==> config.mk <==
export PLATFORM = sky130hd
export DESIGN_NAME = replay_fifo_flat
export DESIGN_NICKNAME = d
export VERILOG_FILES = /design/src/rtl/replay_fifo_if.sv /design/src/rtl/replay_fifo.sv /design/src/flat_wrapper.sv
export SDC_FILE = /design/constraint.sdc
export NUM_CORES = 1
export LEC_CHECK = 0
export BUFFER_PORTS_ARGS = -buffer_cell sky130_fd_sc_hd__buf_2
export CORE_ASPECT_RATIO = 1.75
export CORE_MARGIN = 1.5
export CORE_UTILIZATION = 34
export DETAILED_ROUTE_END_ITERATION = 12
export PLACE_DENSITY = 0.51
export SYNTH_ARGS = -nofsm -noshare
export SYNTH_HDL_FRONTEND = slang
export SYNTH_SLANG_ARGS = --single-unit
==> constraint.sdc <==
create_clock -name clk -period 4.5 [get_ports clk]
set_input_delay 1.35 -clock clk [delete_from_list [all_inputs] [get_ports clk]]
set_output_delay 1.35 -clock clk [all_outputs]
set_load 0.01 [all_outputs]
==> src/rtl/replay_fifo_if.sv <==
// Handshake/status bundle for replay_fifo.
//  master : the producer/consumer side. It drives wrt/dataIn/rd/mark/restart/clrErr
//           and observes the data and status.
//  slave  : the FIFO itself.
interface replay_fifo_if #(
  parameter int ADDR_LEN = 5,
  parameter int DATA_LEN = 32
);
  logic                wrt;
  logic [DATA_LEN-1:0] dataIn;
  logic                rd;
  logic [DATA_LEN-1:0] dataOut;
  logic                mark;
  logic                restart;
  logic                clrErr;
  logic                empty;
  logic                full;
  logic                almostEmpty;
  logic                almostFull;
  logic [ADDR_LEN:0]   count;
  logic                overflow;
  logic                underflow;

  modport master (
    output wrt, dataIn, rd, mark, restart, clrErr,
    input  dataOut, empty, full, almostEmpty, almostFull, count, overflow, underflow
  );

  modport slave (
    input  wrt, dataIn, rd, mark, restart, clrErr,
    output dataOut, empty, full, almostEmpty, almostFull, count, overflow, underflow
  );
endinterface

==> src/rtl/replay_fifo.sv <==
// Circular FIFO with checkpoint/replay.
// Entries are freed only when a mark commits the read position, never by a plain
// read. restart rewinds head to the checkpoint so that uncommitted data can be
// re-read. AUTO_MARK=1 makes the checkpoint follow head, which gives a plain FIFO.
// Ports:
//  clk    rising-edge clock
//  reset  asynchronous, active-low. Clears pointers, dataOut and flags; storage is kept.
//  bus    replay_fifo_if.slave: write/read/mark/restart/clrErr requests,
//         registered dataOut, occupancy and status flags
module replay_fifo #(
  parameter int ADDR_LEN  = 5,
  parameter int DATA_LEN  = 32,
  parameter int AFULL_TH  = 28,
  parameter int AEMPTY_TH = 2,
  parameter int AUTO_MARK = 0
) (
  input logic         clk,
  input logic         reset,
  replay_fifo_if.slave bus
);
  localparam int DEPTH = 1 << ADDR_LEN;
  typedef logic [ADDR_LEN:0] ptr_t;
  localparam ptr_t DEPTH_P  = ptr_t'(DEPTH);
  localparam ptr_t AFULL_P  = ptr_t'(AFULL_TH);
  localparam ptr_t AEMPTY_P = ptr_t'(AEMPTY_TH);

  logic [DATA_LEN-1:0] mem [DEPTH];

  // The extra MSB on each pointer tells a full buffer apart from an empty one.
  // All differences wrap modulo 2**(ADDR_LEN+1).
  ptr_t head, tail, chk;
  ptr_t headNext, chkNext, count, held;
  logic isFull, isEmpty, wrAcc, rdAcc, rstEff, markEff;
  logic [DATA_LEN-1:0] dataOutQ;
  logic ovfQ, unfQ;

  always_comb begin
    count   = tail - head;
    held    = tail - chk;
    isEmpty = (count == '0);
    // Fullness counts the committed window (held), not the readable count, so a
    // read alone never makes room for a write.
    isFull  = (held == DEPTH_P);
    rstEff  = (AUTO_MARK == 0) && bus.restart;
    // restart wins over mark. Under AUTO_MARK the checkpoint tracks head every cycle.
    markEff = (AUTO_MARK != 0) || (bus.mark && !rstEff);
    wrAcc   = bus.wrt && !isFull;
    rdAcc   = bus.rd && !isEmpty && !rstEff;
    headNext = rstEff ? chk : head + ptr_t'(rdAcc);
    // The commit includes a read accepted in the same cycle.
    chkNext  = markEff ? headNext : chk;
  end

  always_ff @(posedge clk or negedge reset) begin
    if (!reset) begin
      head     <= '0;
      tail     <= '0;
      chk      <= '0;
      dataOutQ <= '0;
      ovfQ     <= 1'b0;
      unfQ     <= 1'b0;
    end else begin
      head <= headNext;
      chk  <= chkNext;
      if (wrAcc) tail <= tail + ptr_t'(1);
      if (rdAcc) dataOutQ <= mem[head[ADDR_LEN-1:0]];
      // A new error event takes priority over a clear issued in the same cycle.
      if (bus.wrt && isFull)                 ovfQ <= 1'b1;
      else if (bus.clrErr)                   ovfQ <= 1'b0;
      if (bus.rd && isEmpty && !rstEff)      unfQ <= 1'b1;
      else if (bus.clrErr)                   unfQ <= 1'b0;
    end
  end

  // Storage is not reset. After a reset the pointers alone make old data unreachable.
  always_ff @(posedge clk) begin
    if (wrAcc) mem[tail[ADDR_LEN-1:0]] <= bus.dataIn;
  end

  assign bus.dataOut     = dataOutQ;
  assign bus.count       = count;
  assign bus.empty       = isEmpty;
  assign bus.full        = isFull;
  assign bus.almostEmpty = (count <= AEMPTY_P);
  assign bus.almostFull  = (held >= AFULL_P);
  assign bus.overflow    = ovfQ;
  assign bus.underflow   = unfQ;
endmodule

==> src/flat_wrapper.sv <==
// flat-port wrapper written by rule: the top's interface ports become plain ports
module replay_fifo_flat 
#(
  parameter int ADDR_LEN  = 5,
  parameter int DATA_LEN  = 32,
  parameter int AFULL_TH  = 28,
  parameter int AEMPTY_TH = 2,
  parameter int AUTO_MARK = 0
)
  (clk, reset, bus_wrt, bus_dataIn, bus_rd, bus_mark, bus_restart, bus_clrErr, bus_dataOut, bus_empty, bus_full, bus_almostEmpty, bus_almostFull, bus_count, bus_overflow, bus_underflow);
  replay_fifo_if #(.ADDR_LEN(ADDR_LEN), .DATA_LEN(DATA_LEN)) bus_i ();
  input logic clk;
  input logic reset;
  input wire logic [$bits(bus_i.wrt)-1:0] bus_wrt;
  input wire logic [$bits(bus_i.dataIn)-1:0] bus_dataIn;
  input wire logic [$bits(bus_i.rd)-1:0] bus_rd;
  input wire logic [$bits(bus_i.mark)-1:0] bus_mark;
  input wire logic [$bits(bus_i.restart)-1:0] bus_restart;
  input wire logic [$bits(bus_i.clrErr)-1:0] bus_clrErr;
  output wire logic [$bits(bus_i.dataOut)-1:0] bus_dataOut;
  output wire logic [$bits(bus_i.empty)-1:0] bus_empty;
  output wire logic [$bits(bus_i.full)-1:0] bus_full;
  output wire logic [$bits(bus_i.almostEmpty)-1:0] bus_almostEmpty;
  output wire logic [$bits(bus_i.almostFull)-1:0] bus_almostFull;
  output wire logic [$bits(bus_i.count)-1:0] bus_count;
  output wire logic [$bits(bus_i.overflow)-1:0] bus_overflow;
  output wire logic [$bits(bus_i.underflow)-1:0] bus_underflow;
  assign bus_i.wrt = bus_wrt;
  assign bus_i.dataIn = bus_dataIn;
  assign bus_i.rd = bus_rd;
  assign bus_i.mark = bus_mark;
  assign bus_i.restart = bus_restart;
  assign bus_i.clrErr = bus_clrErr;
  assign bus_dataOut = bus_i.dataOut;
  assign bus_empty = bus_i.empty;
  assign bus_full = bus_i.full;
  assign bus_almostEmpty = bus_i.almostEmpty;
  assign bus_almostFull = bus_i.almostFull;
  assign bus_count = bus_i.count;
  assign bus_overflow = bus_i.overflow;
  assign bus_underflow = bus_i.underflow;
  replay_fifo #(.ADDR_LEN(ADDR_LEN), .DATA_LEN(DATA_LEN), .AFULL_TH(AFULL_TH), .AEMPTY_TH(AEMPTY_TH), .AUTO_MARK(AUTO_MARK)) u_core (.clk(clk), .reset(reset), .bus(bus_i));
endmodule
# Word-level counts from Yosys, hierarchy flattened
# Memory sizes are Yosys's and may differ from the RTL's. A register that Yosys moved wholly into a read port is not among the register bits.
# Cells that the tools add are included.
# totals
latchBits	0
n_memories	1
rom_bits	0
mem_bits_rw	1024
register_bits	20
input_bits	39
elab_cells	33
# mem_list
memory	depth	width	read_ports	rd_ports_with_merged_regs	write_ports	line_no	text
u_core.mem	32	32	1	1	1	replay_fifo.sv:27	logic [DATA_LEN-1:0] mem [DEPTH];
# op_classes
mux	6
n_shift	0
n_div	0
add_sub_neg	4
reduce_logical	14
n_eq_ne	1
mul	0
magnitude_cmp	2
bitwise	0
# ops
operator	count
6-bit subtractor	2
1-bit logical AND	7
6-bit by 1-bit adder with 6-bit output	1
6-bit by 1-bit adder with 6-bit output (second input constant)	1
6-bit equality test (second input constant)	1
6-bit by 5-bit greater-or-equal comparator with 1-bit output (second input constant)	1
6-bit by 2-bit less-or-equal comparator with 1-bit output (second input constant)	1
6-bit logical NOT	1
6-bit 2-to-1 mux	1
1-bit 2-to-1 mux	5
1-bit logical NOT	4
2-bit nonzero test	2

# Logic depth before layout (Yosys ltp)
# Gate-level depths: netlist of the first run.
# logic_depth
ltp_word	7
depth_mapped	18

# Worst setup path after synthesis of the first run
# Ideal clock, no wire load.
# synth_timing
path_kind	register to output
start	register u_core.head[3]
end	output port bus_empty
path_stages_with_launch	11
required_ps	3150
arrival_time_ps	2408
n_path_buf	3
setup_slack_ps	742
path_cell_list	dfrtp_1 > buf_2 > buf_2 > clkinv_1 > clkbuf_1 > ha_1 > a21oi_1 > nor2b_1 > nor3_1 > xnor2_1 > nor3_1
# synth_via
elab_chain_cells	2
# synth_lines
item	line_no	text
from (decl)	replay_fifo.sv:31	ptr_t head, tail, chk;
from (signal assigned)	replay_fifo.sv:63	head <= headNext;
6-bit subtractor	replay_fifo.sv:38	count = tail - head;
named net bus_count[5]	flat_wrapper.sv:25	output wire logic [$bits(bus_i.count)-1:0] bus_count;
6-bit logical NOT	replay_fifo.sv:40	isEmpty = (count == '0);
to (decl)	flat_wrapper.sv:21	output wire logic [$bits(bus_i.empty)-1:0] bus_empty;
# The timed path passes the listed nets, and every way through them passes these cells.

# Final worst setup path of the first run
# layout_timing
start	register u_core.tail[0]
end	output port bus_empty
# layout_via
elab_chain_cells	2
# layout_lines
item	line_no	text
from (decl)	replay_fifo.sv:31	
from (signal assigned)	replay_fifo.sv:65	if (wrAcc) tail <= tail + ptr_t'(1);
6-bit subtractor	replay_fifo.sv:38	
6-bit logical NOT	replay_fifo.sv:40	
# No other way between the ends.

==> impl_metrics.toml, run 1 <==
[clock_tree]
cts_made_buffers = 100
htreeDepth = 3
path_clk_slew_ns = 0.06
cts_tree = "built"
clockRootBuffer = "clkbuf_16"
postCtsHoldBufs = 0
cts.sinks = 1076
cts_max_path_buffers = 3
cts_resized = 0
insertion_delay_ns = 0.69
post_cts_buffers = 0

[critical_path]
crit_fanout = 5
critPathLaunchType = "register"
crit_required_ns = 3.15
cp.arrival_ns = 2.99
cp-end-kind = "output pin"
critPathKind = "register to output pin"

[synthesis]
synth_top_area_share_pct = 74.0
synth_top_cell_by_area = "edfxtp_1"
ys_ff_latch = 1076
ys_seq_area_share_pct = 77.1
ys_top_cells_by_area = "edfxtp_1 (74%), mux4_2 (10%), dfrtp_1 (3.1%), mux2i_1 (3.1%), mux2_4 (1.0%)"
yosys_warnings = 0
synthesis.nets = 2027
async_flop_share_pct = 4.83
syn_area_per_cell_um2 = 21.1
yosysUniqueCellTypes = 53
ys.flop_type = "edfxtp_1"
synth_area_mm2 = 0.0416
synth_edf_count = 1024
syn-instance-count = 1971

[timing]
post-route-period-util_pct = 96.4
fmax_mhz = 231
fin_skew_ns = 0.0262
finalSetupTns_ns = 0
maxSlewViolCount = 0
slew_headroom_pct = 34.8
worst_pin_slew_ns = 0.975
setup_viol = 0
grt_setup_unrepaired = "false"
final_hold_viol_count = 0
post-route-min-period_ns = 4.34

[grt]
groute.usage.overall_pct = 18.4
grt_max_degree = 114
antenna_found_initial = 7
globalRouteOverflowTotal = 0
grt_pass1_vias = 21400
grt_pass1_wl_um = 161000

[route]
drcViolationCount = 0
vias = 20200
drt_iter0_drc = 1578
wl_met1_um = 43100
wire_per_inst_um = 29.6
highest-signal-layer = "met5"
postRouteAntennaNets = 0
viasPerCell = 5.26
wl_met3_um = 3990
drt_pass1_iterations = 5
wl_um = 113000
route.met2.wl_um = 62400

[worst_hold_path]
hold_path_class = "register to register"

[layout]
nets = 2193
utilization_pct = 39.4
final_area_mm2 = 0.0477
drive_gt1_share_pct = 27.0
layout_common_cells = "edfxtp_1 (1024), mux4_2 (192), mux2i_1 (128)"
final_common_cell = "edfxtp_1"
area_delta_synth_final_pct = 14.8

[placement]
io_buffers = 82
dp_hpwl_um = 67500
gp_congestion = 0.801
placed_area_mm2 = 0.0446

[run_status]
status = "finished clean"

[floorplanning]
die_w_um = 267
die-area_mm2 = 0.124
row_count = 169
num_io_pins = 83
fp.dieH_um = 466
floorplan.initialDensity_pct = 34.3
core_mm2 = 0.121

[pwr]
p_leak_nw = 15.3
power_density_mw_per_mm2 = 628
power.total_mw = 30.0
max-vdd-ir-drop_mv = 0.682

[run]
cap_violations = 0
-- worst max-delay path, stage by stage (launching register included) --
cell and delay, ns:
dfrtp_1 0.44, inv_1 0.16, ha_1 0.24, inv_1 0.07
fa_1 0.28, or2b_1 0.13, o31ai_1 0.07, a2111o_1 0.44
nor3_1 0.26, buf_2 0.20
-- metal layers --
metal | vias up | GRT usage [%]
li1 | 8569 | -
met1 | 10900 | 21.2
met2 | 505 | 34.3
met3 | 160 | 2.46
met4 | 2 | 6.95
met5 | - | 0
-- path summary, 6_finish.rpt --
path	end	slack [ns]	from	depth (start not counted)
max in group asynchronous	u_core.bus.dataOut[5]	3.02	reset	2
min	u_core.bus.underflow	0.51	u_core.bus.underflow	1
min in group asynchronous	u_core.bus.dataOut[0]	0.77	reset	1
max	bus_empty	0.16	u_core.tail[0]	9
max reg2reg	u_core.mem[2][2]	0.89	u_core.tail[4]	9
min reg2reg	u_core.bus.underflow	0.51	u_core.bus.underflow	1
-- sequential cells by signal (all words and copies together), names as in the netlist --
signal / flops
u_core.bus.dataOut: 32
u_core.bus.overflow: 1
u_core.bus.underflow: 1
u_core.chk: 6
u_core.head: 6
u_core.mem: 1024
u_core.tail: 6
-- layout make-up --
type,count,area [µm²]
tap,1624,2030
antenna,1,2.50
clock buffer,121,2600
multi-input combinational,776,9210
sequential,1076,32100
inverter,16,60.1
fill,10800,73400
timing repair buffer,167,1240
clock inverter,56,546
-- synthesized netlist by cell type (all sizes together), types with 16 or more instances --
library cell and instances:
mux2i 128, a211oi 40, ha 16, dfrtp 52, a22oi 47, clkbuf 48, o22ai 38, a21oi 53
nand2 41, mux2 39, nor2 48, o221ai 28, edfxtp 1024, buf 55, a22o 18, mux4 192
a31o 16
-- through the flow --
stage               std cells  hold WS (ns)  setup slack, ns
detailed placement       3659         0.492            0.920
global route             3837         0.524           0.0279
CTS                      3836         0.510            0.155
finish                   3837         0.507            0.163
floorplan                1971         0.496            0.742
global placement         3659         0.480            0.967
-- logic make-up (layout without fill, tap and decap cells) --
family / count (synthesis) / after routing / synth area share, %
mux: 359 / 359 / 14.8
other cells: 0 / 1 / 0
xor+xnor: 19 / 19 / 0.400
flops: 1076 / 1076 / 77.1
simple gates: 130 / 130 / 1.42
compound gates: 251 / 251 / 4.33
fa+ha+maj: 17 / 17 / 0.530
buf+inv: 119 / 360 / 1.42
-- power by group --
group | switching [mW] | internal, mW | leakage (nW)
sequential | 0.392 | 11.9 | 9.83
clock | 3.63 | 4.68 | 1.53
combinational | 5.59 | 3.84 | 3.97
total | 9.61 | 20.4 | 15.3
(Power assumes the default switching activity.)
==> run 2, diff against run 1 <==
Settings changed: CAP_MARGIN set to 20, CORE_UTILIZATION 34 to 45, PLACE_DENSITY 0.51 to 0.63.
==> impl_metrics.toml, run 2 (synthesized netlist as in run 1, its figures left out) <==
[run_status]
status = "finished clean"

[critical_path]
crit_fanout = 12
cp.arrival_ns = 2.91
rrSetupSlack_ns = 0.97
r2r_end = "u_core.head[4]"
crit_required_ns = 3.15
worstSetupStartpoint = "u_core.tail[4]"
r2r_start = "u_core.head[1]"
critPathLaunchType = "register"
critPathKind = "register to output pin"
worst_r2r_path_depth = 13
cp-end-kind = "output pin"

[pwr]
max-vdd-ir-drop_mv = 0.439
internal_power_mw = 20.2
seq_power_share_pct = 41.6
p_sw_share_pct = 31.7
p_leak_nw = 15.3
p_sw_mw = 9.38
power_density_mw_per_mm2 = 625
clkPwrFrac_pct = 27.5
combPwrFrac_pct = 31.0
power.total_mw = 29.5

[worst_hold_path]
hold-path-cell-count = 1
min_to = "u_core.bus.dataOut[31]"
hold_path_class = "register to register"
holdCritStartpoint = "u_core.bus.dataOut[31]"

[timing]
post-route-period-util_pct = 94.8
worst_pin_slew_ns = 0.996
setup_ws_ns = 0.236
maxSlewViolCount = 0
fmax_mhz = 235
slew_headroom_pct = 33.3
post-route-min-period_ns = 4.26
final_hold_viol_count = 0
timing.hold.ws_ns = 0.508
setup_viol = 0
grt_setup_unrepaired = "false"
fin_skew_ns = 0.0229
finalSetupTns_ns = 0

[grt]
antenna_found_initial = 5
globalRouteOverflowTotal = 0
grt_pass1_wl_um = 149000
grt_pass1_vias = 20900
groute.usage.overall_pct = 22.6
grt_max_degree = 123

[layout]
final_common_cell = "edfxtp_1"
area_delta_synth_final_pct = 13.7
n_antenna_cell = 0
layout_common_cells = "edfxtp_1 (1024), mux4_2 (192), mux2i_1 (128)"
num-fill-cells = 7146
drive_gt1_share_pct = 27.1
largest_register_ff_count = 1024
fin_cells = 3395
nets = 2184

[placement]
place_inst = 3227
dp_slack_ns = 0.968
gp_congestion = 0.832
io_buffers = 82
dp_hpwl_um = 60500

[clock_tree]
cts_made_buffers = 91
cts_max_path_buffers = 3
htreeDepth = 3
clockRootBuffer = "clkbuf_16"
cts_tree = "built"
postCtsHoldBufs = 0
cts.sinks = 1076
insertion_delay_ns = 0.68
path_clk_slew_ns = 0.07
post_cts_buffers = 0
cts_resized = 0

[floorplanning]
die_w_um = 233
floorplan.initialDensity_pct = 45.4
fp.dieH_um = 405
num_io_pins = 83
row_count = 147
core_mm2 = 0.0916
die-area_mm2 = 0.0943

[route]
viasPerCell = 6.00
drcViolationCount = 0
drt_pass1_iterations = 5
wire_per_inst_um = 30.8
postRouteAntennaNets = 0
wl_um = 105000
drt_iter0_drc = 2130
vias = 20400

[run]
cap_violations = 0
run 2: cell type report:
type / count / area (µm²) / share of cell area [%]
flip-flops and latches: 1076 / 32100 / 67.8
multi-input cells: 776 / 9200 / 19.5
clock buffers: 113 / 2450 / 5.19
well taps: 1192 / 1490 / 3.16
repair buffers: 167 / 1370 / 2.91
clock inverters: 55 / 621 / 1.31
inverters: 16 / 60.1 / 0.127
run 2: critical path: stages, from the launching register on:
cell	delay, ns
dfrtp_1	0.59
ha_1	0.37
and2_1	0.19
o21a_1	0.17
a31o_2	0.23
o221ai_2	0.39
inv_1	0.12
buf_2	0.16
run 2: per-stage QoR:
step | utilization (%) | area (µm²)
after floorplan | - | 41600
after detailed placement | 48.2 | 44200
final | 51.6 | 47300
after global routing | 51.6 | 47300
after global placement | 48.2 | 44200
after CTS | 51.6 | 47300
run 2: how the worst max path moves through the flow:
stage          depth (start not counted)   endpoint
2_1_floorplan                         10  bus_empty
3_3_place_gp                           8  bus_empty
3_5_place_dp                           7   bus_full
4_1_cts                                7   bus_full
5_1_grt                                7  bus_empty
6_report                               7   bus_full
run 2: power groups by stage:
stage               sequential [mW]  clock [mW]  combinational (mW)
finish                         12.3        8.12                9.15
global route                   12.3        8.61                9.70
CTS                            12.3        8.25                9.28
detailed placement             12.5           0                9.24
global placement               12.5           0                9.16
floorplan                      12.4           0                5.98
run 2: per-layer routing:
layer / vias up / routed length, µm / track usage [%]
met5: - / 12 / 0
met4: 2 / 3460 / 8.09
met3: 187 / 5610 / 3.01
met2: 730 / 56400 / 40.3
met1: 10900 / 39200 / 27.9
li1: 8544 / - / -
==> run 3, diff against run 2 <==
Settings changed: CORE_UTILIZATION 45 to 53, PLACE_DENSITY 0.63 to 0.72, SLEW_MARGIN set to 5.
==> impl_metrics.toml, run 3 (synthesized netlist as in run 1, its figures left out) <==
[run_status]
status = "finished clean"

[timing]
setup_ws_ns = 0.223
grt_setup_unrepaired = "false"
final_hold_viol_count = 0
setup_viol = 0
fmax_mhz = 234
post-route-min-period_ns = 4.28
fin_skew_ns = 0.0185
finalSetupTns_ns = 0
slew_headroom_pct = 23.3
worst_pin_slew_ns = 1.15
maxSlewViolCount = 0
post-route-period-util_pct = 95.0

[pwr]
clkPwrFrac_pct = 27.2
power_density_mw_per_mm2 = 627
internal_power_mw = 20.1
seq_power_share_pct = 41.9
p_leak_nw = 15.2
max-vdd-ir-drop_mv = 0.471
p_sw_mw = 9.17
combPwrFrac_pct = 30.9
p_sw_share_pct = 31.3
power.total_mw = 29.3

[grt]
globalRouteOverflowTotal = 0
grt_max_degree = 102
groute.usage.overall_pct = 25.6
top_usage_layer = "met2"
use_met1_pct = 30.1
met3_usage_pct = 3.84
grt_pass1_wl_um = 146000
antenna_found_initial = 2
grtUsageMet2_pct = 45.7
grt_pass1_vias = 21700

[worst_hold_path]
hold_path_class = "register to register"

[route]
vias = 20600
drcViolationCount = 0
drt_pass1_iterations = 5
drt_iter0_drc = 2259
wire_per_inst_um = 31.4
wl_um = 101000
viasPerCell = 6.39
postRouteAntennaNets = 0

[run]
cap_violations = 0

[clock_tree]
cts_max_path_buffers = 3
cts.sinks = 1076
cts_resized = 0
insertion_delay_ns = 0.68
path_clk_slew_ns = 0.07
postCtsHoldBufs = 0
clockRootBuffer = "clkbuf_16"
cts_tree = "built"
htreeDepth = 3
post_cts_buffers = 0
cts_made_buffers = 91

[layout]
drive_gt1_share_pct = 26.3
area_delta_synth_final_pct = 12.5
nets = 2175
largest_register_ff_count = 1024
final_common_cell = "edfxtp_1"
utilization_pct = 60.3
layout_common_cells = "edfxtp_1 (1024), mux4_2 (192), mux2i_1 (128)"
final_area_mm2 = 0.0468

[floorplanning]
row_count = 135
die_w_um = 215
core_mm2 = 0.0775
fp.dieH_um = 374
num_io_pins = 83
floorplan.initialDensity_pct = 53.6
die-area_mm2 = 0.0802

[placement]
placed_area_mm2 = 0.0437
dp_hpwl_um = 57600
io_buffers = 82
gp_congestion = 0.839
dp_slack_ns = 0.959

[critical_path]
crit_path_cell_trace = "inv_1, ha_1, inv_1, fa_1, or2b_1, o31ai_1, a2111o_1, nor3_1, buf_2"
cp_common_cell = "inv_1"
critPathKind = "register to output pin"
cp-end-kind = "output pin"
cpPeakStageDelay_ns = 0.44
crit_required_ns = 3.15
cp.arrival_ns = 2.93
crit_fanout = 5
critPathLaunchType = "register"
crit_slowest_cell = "dfrtp_1"
[run 3: critical path, delay by kind of cell, from the launching register on]
kind / cells / cell delay [ns]
DFF: 1 / 0.44
buffers and inverters: 3 / 0.40
adders and majority gates: 2 / 0.52
and+or+nand+nor: 2 / 0.39
AOI/OAI and AO/OA: 2 / 0.51
[run 3: final timing paths]
check | to | cells after the start | start | slack, ns
worst max-delay path | bus_empty | 9 | u_core.tail[0] | 0.22
worst min-delay path | u_core.bus.underflow | 1 | u_core.bus.underflow | 0.50
worst max register to register | u_core.mem[0][9] | 9 | u_core.tail[4] | 0.87
worst min register to register | u_core.bus.underflow | 1 | u_core.bus.underflow | 0.50
max in group asynchronous | u_core.head[1] | 2 | reset | 2.69
min in group asynchronous | u_core.bus.dataOut[20] | 1 | reset | 0.71
[run 3: power by group through the flow]
stage / Sequential [mW] / Combinational, mW / Clock [mW]
finish: 12.3 / 9.05 / 7.97
global route: 12.3 / 9.59 / 8.41
CTS: 12.3 / 9.13 / 8.08
detailed placement: 12.5 / 9.08 / 0
global placement: 12.4 / 8.93 / 0
floorplan: 12.4 / 5.98 / 0
[run 3: final cells by class]
class                           instances  area [µm²]
Antenna cell                            3        7.51
Clock buffer                          120        2480
Clock inverter                         49         527
Fill cell                            5328       30800
Inverter                               16        60.1
Multi-Input combinational cell        776        9200
Sequential cell                      1076       32100
Tap cell                             1027        1280
Timing Repair Buffer                  158        1140
[run 3: stage by stage]
step / cells / hold WS, ns
2_1_floorplan: 1971 / 0.496
3_3_place_gp: 3053 / 0.477
3_5_place_dp: 3053 / 0.486
4_1_cts: 3222 / 0.502
5_1_grt: 3224 / 0.532
6_report: 3225 / 0.501
[run 3: layer usage]
layer	routed length [µm]	share of wire, %
met5	0	0
met2	54600	54
met4	4380	4.3
met1	35800	35
met3	6620	6.5
